--- config.mk ---
export PLATFORM = sky130hd
export DESIGN_NAME = bresenham_line_flat
export DESIGN_NICKNAME = d
export VERILOG_FILES = /design/src/rtl/raster_pkg.sv /design/src/rtl/bresenham_line_if.sv /design/src/rtl/bresenham_line_fb_addr_calc.sv /design/src/rtl/bresenham_line.sv /design/src/flat_wrapper.sv
export SDC_FILE = /design/constraint.sdc
export NUM_CORES = 1
export LEC_CHECK = 0
export CORE_ASPECT_RATIO = 1.75
export CORE_UTILIZATION = 35
export CTS_CLUSTER_SIZE = 28
export DETAILED_ROUTE_END_ITERATION = 10
export PLACE_DENSITY = 0.6
export SYNTH_ARGS = -nofsm -noshare
export SYNTH_HDL_FRONTEND = slang
export SYNTH_SLANG_ARGS = --single-unit
--- constraint.sdc ---
create_clock -name clk -period 4.9 [get_ports clk]
set_input_delay 0.49 -clock clk [delete_from_list [all_inputs] [get_ports clk]]
set_output_delay 0.49 -clock clk [all_outputs]
set_load 0.01 [all_outputs]
--- src/rtl/raster_pkg.sv ---
`default_nettype none
// ============================================================================
// Module   : raster_pkg
// Purpose  : Shared raster constants, line-engine FSM state encoding and a
//            small coordinate helper used by the Bresenham line engine.
// Ports    : none (package)
// Revision : 1.0 - initial release
// ============================================================================
package raster_pkg;

  localparam int H_RES     = 640;
  localparam int V_RES     = 480;
  localparam int FB_ADDR_W = 19;
  localparam int COLOR_W   = 4;
  localparam int COORD_W   = 11;

  // err holds dx+dy plus at most one further dx or dy step, so 13 bits
  // signed cover every 11-bit endpoint pair; e2 is twice that.
  localparam int ERR_W = 13;
  localparam int E2_W  = 14;

  typedef enum logic [1:0] {
    ST_IDLE  = 2'd0,
    ST_SETUP = 2'd1,
    ST_DRAW  = 2'd2,
    ST_DONE  = 2'd3
  } line_state_e;

  // Unsigned distance between two coordinates.
  function automatic logic [COORD_W-1:0] abs_diff(input logic [COORD_W-1:0] a,
                                                  input logic [COORD_W-1:0] b);
    return (a >= b) ? (a - b) : (b - a);
  endfunction

endpackage
`default_nettype wire

--- src/rtl/bresenham_line_if.sv ---
`default_nettype none
// ============================================================================
// Module   : bresenham_line_if
// Purpose  : Command and pixel-output bundle of the line engine.
// Ports    : start_x/start_y/end_x/end_y (endpoints), line_color,
//            line_valid/line_ready (command handshake), w_addr, color_out,
//            en_w (pixel write), line_done (completion pulse).
//            master = command issuer / framebuffer side, slave = line engine.
// Revision : 1.0 - initial release
// ============================================================================
interface bresenham_line_if;
  import raster_pkg::*;

  logic [COORD_W-1:0]   start_x;
  logic [COORD_W-1:0]   start_y;
  logic [COORD_W-1:0]   end_x;
  logic [COORD_W-1:0]   end_y;
  logic [COLOR_W-1:0]   line_color;
  logic                 line_valid;
  logic                 line_ready;
  logic [FB_ADDR_W-1:0] w_addr;
  logic [COLOR_W-1:0]   color_out;
  logic                 en_w;
  logic                 line_done;

  modport master (
    output start_x, start_y, end_x, end_y, line_color, line_valid,
    input  line_ready, w_addr, color_out, en_w, line_done
  );

  modport slave (
    input  start_x, start_y, end_x, end_y, line_color, line_valid,
    output line_ready, w_addr, color_out, en_w, line_done
  );

endinterface
`default_nettype wire

--- src/rtl/bresenham_line_fb_addr_calc.sv ---
`default_nettype none
// ============================================================================
// Module   : fb_addr_calc
// Purpose  : Combinational framebuffer address y*640+x built from shifts
//            (y<<9 + y<<7 + x), no multiplier.
// Ports    : x_i, y_i (pixel coordinates), addr_o (19-bit linear address).
// Revision : 1.0 - initial release
// ============================================================================
module fb_addr_calc
  import raster_pkg::*;
(
  input  logic [COORD_W-1:0]   x_i,
  input  logic [COORD_W-1:0]   y_i,
  output logic [FB_ADDR_W-1:0] addr_o
);

  logic [FB_ADDR_W-1:0] x_ext;
  logic [FB_ADDR_W-1:0] y_ext;

  assign x_ext = {{(FB_ADDR_W-COORD_W){1'b0}}, x_i};
  assign y_ext = {{(FB_ADDR_W-COORD_W){1'b0}}, y_i};

  // Off-screen y values wrap here; the address is unused when en_w is low.
  assign addr_o = (y_ext << 9) + (y_ext << 7) + x_ext;

endmodule
`default_nettype wire

--- src/rtl/bresenham_line.sv ---
`default_nettype none
// ============================================================================
// Module   : bresenham_line
// Purpose  : Bresenham line rasteriser. Accepts one line command in IDLE,
//            spends one SETUP cycle deriving the step terms, then emits one
//            pixel per DRAW cycle and pulses line_done in DONE.
// Ports    : clk, rst (sync, active high), bus (bresenham_line_if.slave):
//            command endpoints/colour with valid/ready, pixel address,
//            colour and write strobe, completion pulse.
// Revision : 1.0 - initial release
// ============================================================================
module bresenham_line
  import raster_pkg::*;
(
  input  logic             clk,
  input  logic             rst,
  bresenham_line_if.slave  bus
);

  localparam logic [COORD_W-1:0] COORD_ONE = COORD_W'(1);
  localparam logic [COORD_W-1:0] X_LIMIT   = COORD_W'(H_RES);
  localparam logic [COORD_W-1:0] Y_LIMIT   = COORD_W'(V_RES);

  line_state_e state_q, state_d;

  logic [COORD_W-1:0]      x_q, x_d;
  logic [COORD_W-1:0]      y_q, y_d;
  logic [COORD_W-1:0]      x1_q, x1_d;
  logic [COORD_W-1:0]      y1_q, y1_d;
  logic [COLOR_W-1:0]      color_q, color_d;
  logic signed [ERR_W-1:0] err_q, err_d;
  logic signed [ERR_W-1:0] dx_q, dx_d;
  logic signed [ERR_W-1:0] dy_q, dy_d;
  logic                    sx_neg_q, sx_neg_d;
  logic                    sy_neg_q, sy_neg_d;

  logic signed [E2_W-1:0]  e2;
  logic signed [E2_W-1:0]  dx_ext;
  logic signed [E2_W-1:0]  dy_ext;
  logic signed [ERR_W-1:0] err_acc;
  logic                    at_end;
  logic                    on_screen;
  logic [FB_ADDR_W-1:0]    addr;

  assign e2     = {err_q, 1'b0};
  assign dx_ext = {dx_q[ERR_W-1], dx_q};
  assign dy_ext = {dy_q[ERR_W-1], dy_q};
  assign at_end = (x_q == x1_q) && (y_q == y1_q);

  always_comb begin
    state_d  = state_q;
    x_d      = x_q;
    y_d      = y_q;
    x1_d     = x1_q;
    y1_d     = y1_q;
    color_d  = color_q;
    err_d    = err_q;
    dx_d     = dx_q;
    dy_d     = dy_q;
    sx_neg_d = sx_neg_q;
    sy_neg_d = sy_neg_q;
    err_acc  = err_q;

    case (state_q)
      ST_IDLE: begin
        // line_ready is high throughout IDLE, so valid alone accepts.
        if (bus.line_valid) begin
          x_d     = bus.start_x;
          y_d     = bus.start_y;
          x1_d    = bus.end_x;
          y1_d    = bus.end_y;
          color_d = bus.line_color;
          state_d = ST_SETUP;
        end
      end

      ST_SETUP: begin
        dx_d     = $signed({2'b00, abs_diff(x_q, x1_q)});
        dy_d     = -$signed({2'b00, abs_diff(y_q, y1_q)});
        err_d    = dx_d + dy_d;
        sx_neg_d = (x1_q < x_q);
        sy_neg_d = (y1_q < y_q);
        state_d  = ST_DRAW;
      end

      ST_DRAW: begin
        if (at_end) begin
          state_d = ST_DONE;
        end else begin
          // Both tests use the pre-update e2, so a diagonal step may
          // apply both corrections in one cycle.
          if (e2 >= dy_ext) begin
            err_acc = err_acc + dy_q;
            x_d     = sx_neg_q ? (x_q - COORD_ONE) : (x_q + COORD_ONE);
          end
          if (e2 <= dx_ext) begin
            err_acc = err_acc + dx_q;
            y_d     = sy_neg_q ? (y_q - COORD_ONE) : (y_q + COORD_ONE);
          end
          err_d = err_acc;
        end
      end

      ST_DONE: begin
        state_d = ST_IDLE;
      end

      default: begin
        state_d = ST_IDLE;
      end
    endcase
  end

  always_ff @(posedge clk) begin
    if (rst) begin
      state_q  <= ST_IDLE;
      x_q      <= '0;
      y_q      <= '0;
      x1_q     <= '0;
      y1_q     <= '0;
      color_q  <= '0;
      err_q    <= '0;
      dx_q     <= '0;
      dy_q     <= '0;
      sx_neg_q <= 1'b0;
      sy_neg_q <= 1'b0;
    end else begin
      state_q  <= state_d;
      x_q      <= x_d;
      y_q      <= y_d;
      x1_q     <= x1_d;
      y1_q     <= y1_d;
      color_q  <= color_d;
      err_q    <= err_d;
      dx_q     <= dx_d;
      dy_q     <= dy_d;
      sx_neg_q <= sx_neg_d;
      sy_neg_q <= sy_neg_d;
    end
  end

  fb_addr_calc u_fb_addr_calc (
    .x_i    (x_q),
    .y_i    (y_q),
    .addr_o (addr)
  );

  assign on_screen      = (x_q < X_LIMIT) && (y_q < Y_LIMIT);
  assign bus.line_ready = (state_q == ST_IDLE);
  assign bus.en_w       = (state_q == ST_DRAW) && on_screen;
  assign bus.line_done  = (state_q == ST_DONE);
  assign bus.w_addr     = addr;
  assign bus.color_out  = color_q;

endmodule
`default_nettype wire

--- src/flat_wrapper.sv ---
// flat-port wrapper written by rule: the top's interface ports become plain ports
module bresenham_line_flat import raster_pkg::*;
  (clk, rst, bus_start_x, bus_start_y, bus_end_x, bus_end_y, bus_line_color, bus_line_valid, bus_line_ready, bus_w_addr, bus_color_out, bus_en_w, bus_line_done);
  bresenham_line_if bus_i ();
  input  logic clk;
  input  logic rst;
  input wire logic [$bits(bus_i.start_x)-1:0] bus_start_x;
  input wire logic [$bits(bus_i.start_y)-1:0] bus_start_y;
  input wire logic [$bits(bus_i.end_x)-1:0] bus_end_x;
  input wire logic [$bits(bus_i.end_y)-1:0] bus_end_y;
  input wire logic [$bits(bus_i.line_color)-1:0] bus_line_color;
  input wire logic [$bits(bus_i.line_valid)-1:0] bus_line_valid;
  output wire logic [$bits(bus_i.line_ready)-1:0] bus_line_ready;
  output wire logic [$bits(bus_i.w_addr)-1:0] bus_w_addr;
  output wire logic [$bits(bus_i.color_out)-1:0] bus_color_out;
  output wire logic [$bits(bus_i.en_w)-1:0] bus_en_w;
  output wire logic [$bits(bus_i.line_done)-1:0] bus_line_done;
  assign bus_i.start_x = bus_start_x;
  assign bus_i.start_y = bus_start_y;
  assign bus_i.end_x = bus_end_x;
  assign bus_i.end_y = bus_end_y;
  assign bus_i.line_color = bus_line_color;
  assign bus_i.line_valid = bus_line_valid;
  assign bus_line_ready = bus_i.line_ready;
  assign bus_w_addr = bus_i.w_addr;
  assign bus_color_out = bus_i.color_out;
  assign bus_en_w = bus_i.en_w;
  assign bus_line_done = bus_i.line_done;
  bresenham_line u_core (.clk(clk), .rst(rst), .bus(bus_i));
endmodule
# Word-level counts from Yosys, hierarchy flattened
# Cells that the tools add are included.
[totals] register_bits=89 inputBits=51
[op_classes] n_eq_ne=10 n_addsub=14 mux=21 n_reduce_logical=11 n_lt_le_gt_ge=8
[op_table] operator="two-way mux 11 bit" count=10
[op_table] operator="two-way mux 13 bit" count=5
[op_table] operator="case mux 11 bit (2 select lines)" count=2
[op_table] operator="subtractor 11 bit" count=4
[op_table] operator="case mux 13 bit (2 select lines)" count=1
[op_table] operator="adder 11 x 1 -> 11 bit (second input constant)" count=2
[op_table] operator="equality test 11 bit" count=2
[op_table] operator=">= comparator 11 bit" count=2
[op_table] operator="less-than comparator 11 bit" count=2
[op_table] operator="subtractor 11 x 1 -> 11 bit (second input constant)" count=2
[op_table] operator="adder 19 x 11 -> 19 bit" count=1
[op_table] operator="adder 19 x 18 -> 19 bit" count=1
[op_table] operator=">= comparator 14 x 13 -> 1 bit" count=1
[op_table] operator="less-or-equal comparator 14 x 12 -> 1 bit" count=1
[op_table] operator="adder 12 x 13 -> 13 bit" count=1
[op_table] operator="adder 13 x 12 -> 13 bit" count=1
[op_table] operator="adder 13 bit" count=1
[op_table] operator="negation 11 -> 13 bit" count=1
[op_table] operator="less-than comparator 11 x 10 -> 1 bit (second input constant)" count=1
[op_table] operator="less-than comparator 11 x 9 -> 1 bit (second input constant)" count=1
[op_table] operator="case mux 2 bit (4 select lines)" count=1
[op_table] operator="AND reduction 4 bit" count=2
[op_table] operator="!= test 2 x 1 -> 1 bit (second input constant)" count=3
[op_table] operator="AND reduction 2 bit" count=3
[op_table] operator="other kinds (7)" count=13

# Longest topological paths before layout
[depth] word_depth=8 mapped_depth=22 depth_no_buf=21

# Hierarchy
# Synthesis repeated with hierarchy kept, for this count alone.
[hier_totals] cells_unflattened=1233 area_unflattened_um2=9638.0
[modules_own_cells] mod="bresenham_line" seq_area_each_um2=1781.7 n_inst=1 cells_per_inst=1155 area_per_inst_um2=8939.8
[modules_own_cells] mod="fb_addr_calc" seq_area_each_um2=0.0 n_inst=1 cells_per_inst=78 area_per_inst_um2=698.2

# Worst setup path before layout
# OpenSTA, ideal clock, no wires.
[synth_path] path_kind="register -> register" start="reg u_core.y_q[1]" end="reg u_core.err_q[10]" stages_incl_launch_ff=21 setup_ns=0.132 t_arrival_ns=4.142 path_slack_ns=0.626 period_less_slack_ns=4.274 t_required_ns=4.768 n_path_buf=0 path_cell_list="dfxtp_1 > inv_1 > ha_1 > nor2b_1 > o31a_1 > o21a_1 > o21ai_1 > and2_1 > ha_1 > and4_1 > nand2_1 > xnor2_1 > ha_1 > or2_2 > a21oi_1 > a21oi_1 > a21o_1 > a21o_1 > or3_1 > nand3b_1 > a21oi_1"
[synth_via] elab_chain_cells=5 word_cells_on_any_way=11 cone_classes="add/sub (4); order compare (1); eq/ne (2); mux (2); reduce/logical (2)"
[synth_lines] element="start, declared" line_no="bresenham_line.sv:27" source="logic [COORD_W-1:0] y_q, y_d;"
[synth_lines] element="start signal, assigned" line_no="bresenham_line.sv:130" source="y_q <= y_d;"
[synth_lines] element="subtractor 11 bit or >= comparator 11 bit (tied branches)" line_no="raster_pkg.sv:32" source="return (a >= b) ? (a - b) : (b - a);"
[synth_lines] element="two-way mux 11 bit" line_no="raster_pkg.sv:32"
[synth_lines] element="negation 11 -> 13 bit" line_no="bresenham_line.sv:79" source="dy_d = -$signed({2'b00, abs_diff(y_q, y1_q)});"
[synth_lines] element="adder 12 x 13 -> 13 bit" line_no="bresenham_line.sv:80" source="err_d = dx_d + dy_d;"
[synth_lines] element="case mux 13 bit (2 select lines)" line_no="bresenham_line.sv:64" source="case (state_q)"
[synth_lines] element="end signal, assigned" line_no="bresenham_line.sv:134" source="err_q <= err_d;"
[synth_lines] element="end, declared" line_no="bresenham_line.sv:31" source="logic signed [ERR_W-1:0] err_q, err_d;"
# Parallel ways exist; a longest one is shown, timed or not.
# A chain may end at the register's enable or synchronous reset.

# Worst setup path after layout
[layout_path] start="reg u_core.y_q[0]" end="reg u_core.err_q[10]"
# Same word-level chain as after synthesis.

==> summary by stage <==
Global routing
Entering global routing, the biggest net connects 55 pins. The first-pass GRT wire length is 49,300 um. The number of antenna violations at the first check in global routing was 0. The total global-route track usage is 22.6%. Summed over all layers, the global routing overflow is 0. The number of global-route vias before repair is 9,248.

Timing
Setup total negative slack on the finished layout was measured at 0 ns. Setup violations remaining at the end of the flow were counted as 0. The number of hold violations in the final report is 0. The ratio of final minimum period to clock period is 95.2%. The highest clock frequency the design can meet is 214 MHz. The headroom to the max-slew limit is 29.4%.

Setup repair after global routing could not meet its margin everywhere. The maximum clock skew at final layout is 0.00999 ns. The transition time of the tightest slew-check pin is 1.06 ns. The final critical path time including I/O delays and setup is 4.66 ns. The final max-slew violation count is 0.

Logic synthesis
The sequential cell area fraction in the yosys report is 18.2%. The share of async-settable or async-resettable flops after synthesis is 0%. By area, the combinational part of the netlist is dominated by compound AO/OA/AOI/OAI gates. After synthesis the netlist holds a flip-flop and latch count of 89. The number of synthesized flops with an enable pin is 0. In the synthesized netlist the dominant register cell turns out to be dfxtp_1.

The share of cell area taken by muxes after synthesis is 5.15%. In this run the cell area of the synthesized design comes to 9800 um^2. Synthesis produced a netlist whose cell count is 1,252. The synthesized netlist devotes 18.6% of its cell area to simple gates.

The compound-cell area share of the yosys netlist is 24.7%. In this run, distinct cell masters in the synthesized netlist total 91. The net count after synthesis is 1,458. The post-synthesis share of cell area spent on full adders, half adders and majority gates is 20.7%. The Yosys step of the flow raised 0 warnings. A synthesized cell averages 7.82 um^2. Summing the areas of all xor and xnor instances in the mapped netlist gives 5.80% of the synthesized area.

Worst setup path
The startpoint of the worst-slack reg-to-reg timing path is u_core.y_q[0]. The count of cells along the worst register-to-register path is 19. The reg2reg setup slack is 0.24 ns. The start-to-end type of the worst setup path is reg -> reg. The worst endpoint data arrival time is 4.89 ns. The capture point of the worst reg-to-reg path is u_core.err_q[10]. STA classifies the critical path endpoint as a flip-flop. The largest fanout of any net on the critical path is 5.

The worst setup path endpoint is u_core.err_q[10]. The critical path starts at u_core.y_q[0]. The required time of the critical path is 5.13 ns. The worst setup path is launched from a flip-flop.

Final layout
The synthesis-to-layout area growth is 18.9%. The number of antenna diodes in the final layout is 0. Of the cells placed in the final design, the portion with a size suffix greater than 1 is 11.0%. The final-stage net count is 1,560.

Drt
The iteration-0 DRC count of the detailed router is 445. The first-pass iteration count of the detailed router is 7. Using the TritonRoute via totals, the vias-per-cell ratio works out to 5.41.

The total routed wirelength is 31,600 um. The number of vias after detailed routing is 9,340. Once detail routing completed, the nets flagged for antenna violations numbered 0. The remaining routing DRC violations is 0. The routed length per placed instance is 18.3 um.

Floorplan
The boundary pin count is 77. The die outline width is 128 um. The die covers 28,700 um^2. The floorplan step defined a core boundary enclosing 27,400 um^2. The starting density of the core is 35.7%. The floorplan has 80 rows. In this run the vertical extent of the chip is 223 um.

Clocking
The clock net sink count is 89. The clock passes through at most 2 buffers. The count of H-tree levels built during CTS is 3. Clock-pin slew was measured on the worst setup and hold paths at 0.07 ns. The TritonCTS buffer count is 9. The clock tree root driver cell is clkbuf_16. TritonCTS built the clock tree. Clock latency on the worst-skew pair, taken at its later pin, is 0.37 ns.

Placement
The routability congestion estimate is 0.932. The half-perimeter wire length of the detailed placement result is 25,800 um. Port buffering added 76 buffers.

Outcome
The run finished with clean final reports.

Hold path
The hold-critical path depth is 2. The path class of the tightest hold or removal check is reg -> reg.

Run
Across the run, the number of max-cap violations was 0.
logic make-up (layout without fill, tap and decap cells):
group	after synthesis	in the layout
buffers and inverters	161	268
AND/OR/NAND/NOR	376	376
multiplexers	48	48
adder cells (fa/ha/maj)	155	155
AO/OA/AOI/OAI	359	359
flip-flops	89	89
XOR/XNOR	64	64
cell type report:
| type | instances | area (um^2) |
|---|---|---|
| timing repair buffer | 146 | 1290 |
| sequential | 89 | 1780 |
| clock inverter | 5 | 86.3 |
| tap | 369 | 462 |
| fill | 2886 | 15800 |
| clock buffer | 11 | 243 |
| multi-input combinational | 1002 | 7390 |
| inverter | 106 | 398 |
metal layers:
metal  routed length, um  vias to the layer above  global-route usage (%)
li1                    -                     4651                       -
met1               11700                     4427                    22.4
met2               17200                      184                    43.2
met3                 639                       78                    2.25
met4                2050                        0                    15.1
met5                   0                        -                       0
worst max-delay path, cell delays in order (launching register included):
cell and delay [ns]:
dfxtp_1 0.42, ha_1 0.21, inv_1 0.06, fa_1 0.44, a21oi_1 0.23, nor2_1 0.07
or3_1 0.32, o211ai_2 0.28, and4_1 0.35, nand2_1 0.09, xnor2_1 0.34, ha_1 0.34
or2_2 0.28, a21oi_1 0.19, a21oi_2 0.08, a21o_1 0.20, a21o_1 0.18, or3_1 0.30
nand3b_1 0.08, a21oi_1 0.06
how the worst min path moves through the flow:
stage	from	endpoint	slack, ns
2_1_floorplan	u_core.x1_q[0]	u_core.x1_q[0]	0.45
3_3_place_gp	u_core.bus.color_out[1]	u_core.bus.color_out[1]	0.44
3_5_place_dp	u_core.bus.color_out[1]	u_core.bus.color_out[1]	0.45
4_1_cts	u_core.bus.color_out[1]	u_core.bus.color_out[1]	0.46
5_1_grt	u_core.bus.color_out[1]	u_core.bus.color_out[1]	0.48
6_report	u_core.bus.color_out[1]	u_core.bus.color_out[1]	0.46
timing repair:
item / in CTS / in global routing
setup endpoints to repair: 0 / 5
setup buffers: 0 / 1
gates resized for setup: 0 / 14
hold buffers: 0 / 0
flip-flops by register name (all words and copies together), names as in the netlist:
signal and flops:
u_core.bus.color_out 4, u_core.dx_q 11, u_core.dy_q 13, u_core.err_q 13
u_core.state_q 2, u_core.sx_neg_q 1, u_core.sy_neg_q 1, u_core.x1_q 11
u_core.x_q 11, u_core.y1_q 11, u_core.y_q 11
cells in the mapped netlist, types with 5 or more instances:
library cell	instances	area share (%)
a211o_1	5	0.45
a211oi_1	29	2.2
a21o_1	29	2.2
a21oi_1	113	5.8
a221oi_1	6	0.54
a311oi_1	5	0.45
a31oi_1	11	0.70
and3_1	7	0.45
buf_2	9	0.46
buf_4	8	0.61
clkbuf_1	31	1.2
dfxtp_1	89	18
fa_1	12	2.5
ha_1	143	18
inv_1	105	4.0
mux2_2	8	0.92
mux2i_1	35	3.6
nand2_1	111	4.3
nand2b_1	8	0.51
nand3_1	19	0.97
nand4_1	11	0.70
nor2_1	116	4.4
nor2b_1	27	1.7
nor3_1	27	1.4
nor4_1	7	0.45
o211a_1	5	0.51
o211ai_1	14	1.1
o21a_1	24	1.8
o21ai_0	45	2.3
o21ai_1	10	0.51
o21bai_1	9	0.69
o22ai_1	5	0.32
or2_2	6	0.38
or3_1	7	0.45
xnor2_1	40	3.6
xor2_1	23	2.1
through the flow:
| step | setup WS [ns] | cell area [um^2] | hold slack (ns) | utilization (%) | cells |
|---|---|---|---|---|---|
| 2_1_floorplan | 0.626 | 9800 | 0.453 | - | 1252 |
| 3_3_place_gp | 0.136 | 11300 | 0.442 | 41.1 | 1711 |
| 3_5_place_dp | 0.0785 | 11300 | 0.450 | 41.1 | 1711 |
| 4_1_cts | 0.0404 | 11600 | 0.460 | 42.3 | 1727 |
| 5_1_grt | 0.00113 | 11700 | 0.483 | 42.5 | 1728 |
| 6_report | 0.235 | 11700 | 0.455 | 42.5 | 1728 |
placed cells by master, fill, tap and decap left out, types with 6 or more instances in the layout:
cell,count
a211oi_1,29
a21o_1,29
a21oi_1,112
a221oi_1,6
a31oi_1,10
and3_1,7
buf_4,70
clkbuf_16,9
clkdlybuf4s50_1,75
dfxtp_1,87
fa_1,12
ha_1,138
inv_1,105
mux2_2,8
mux2i_1,33
nand2_1,111
nand2b_1,8
nand3_1,19
nand4_1,11
nor2_1,116
nor2b_1,27
nor3_1,27
nor4_1,6
o211ai_1,14
o21a_1,24
o21ai_0,44
o21ai_1,11
o21bai_1,9
or2_2,6
or3_1,7
xnor2_1,40
xor2_1,23
Power is not shown: default switching activity piles up to over one toggle a cycle in this logic, so the estimate is an artifact.
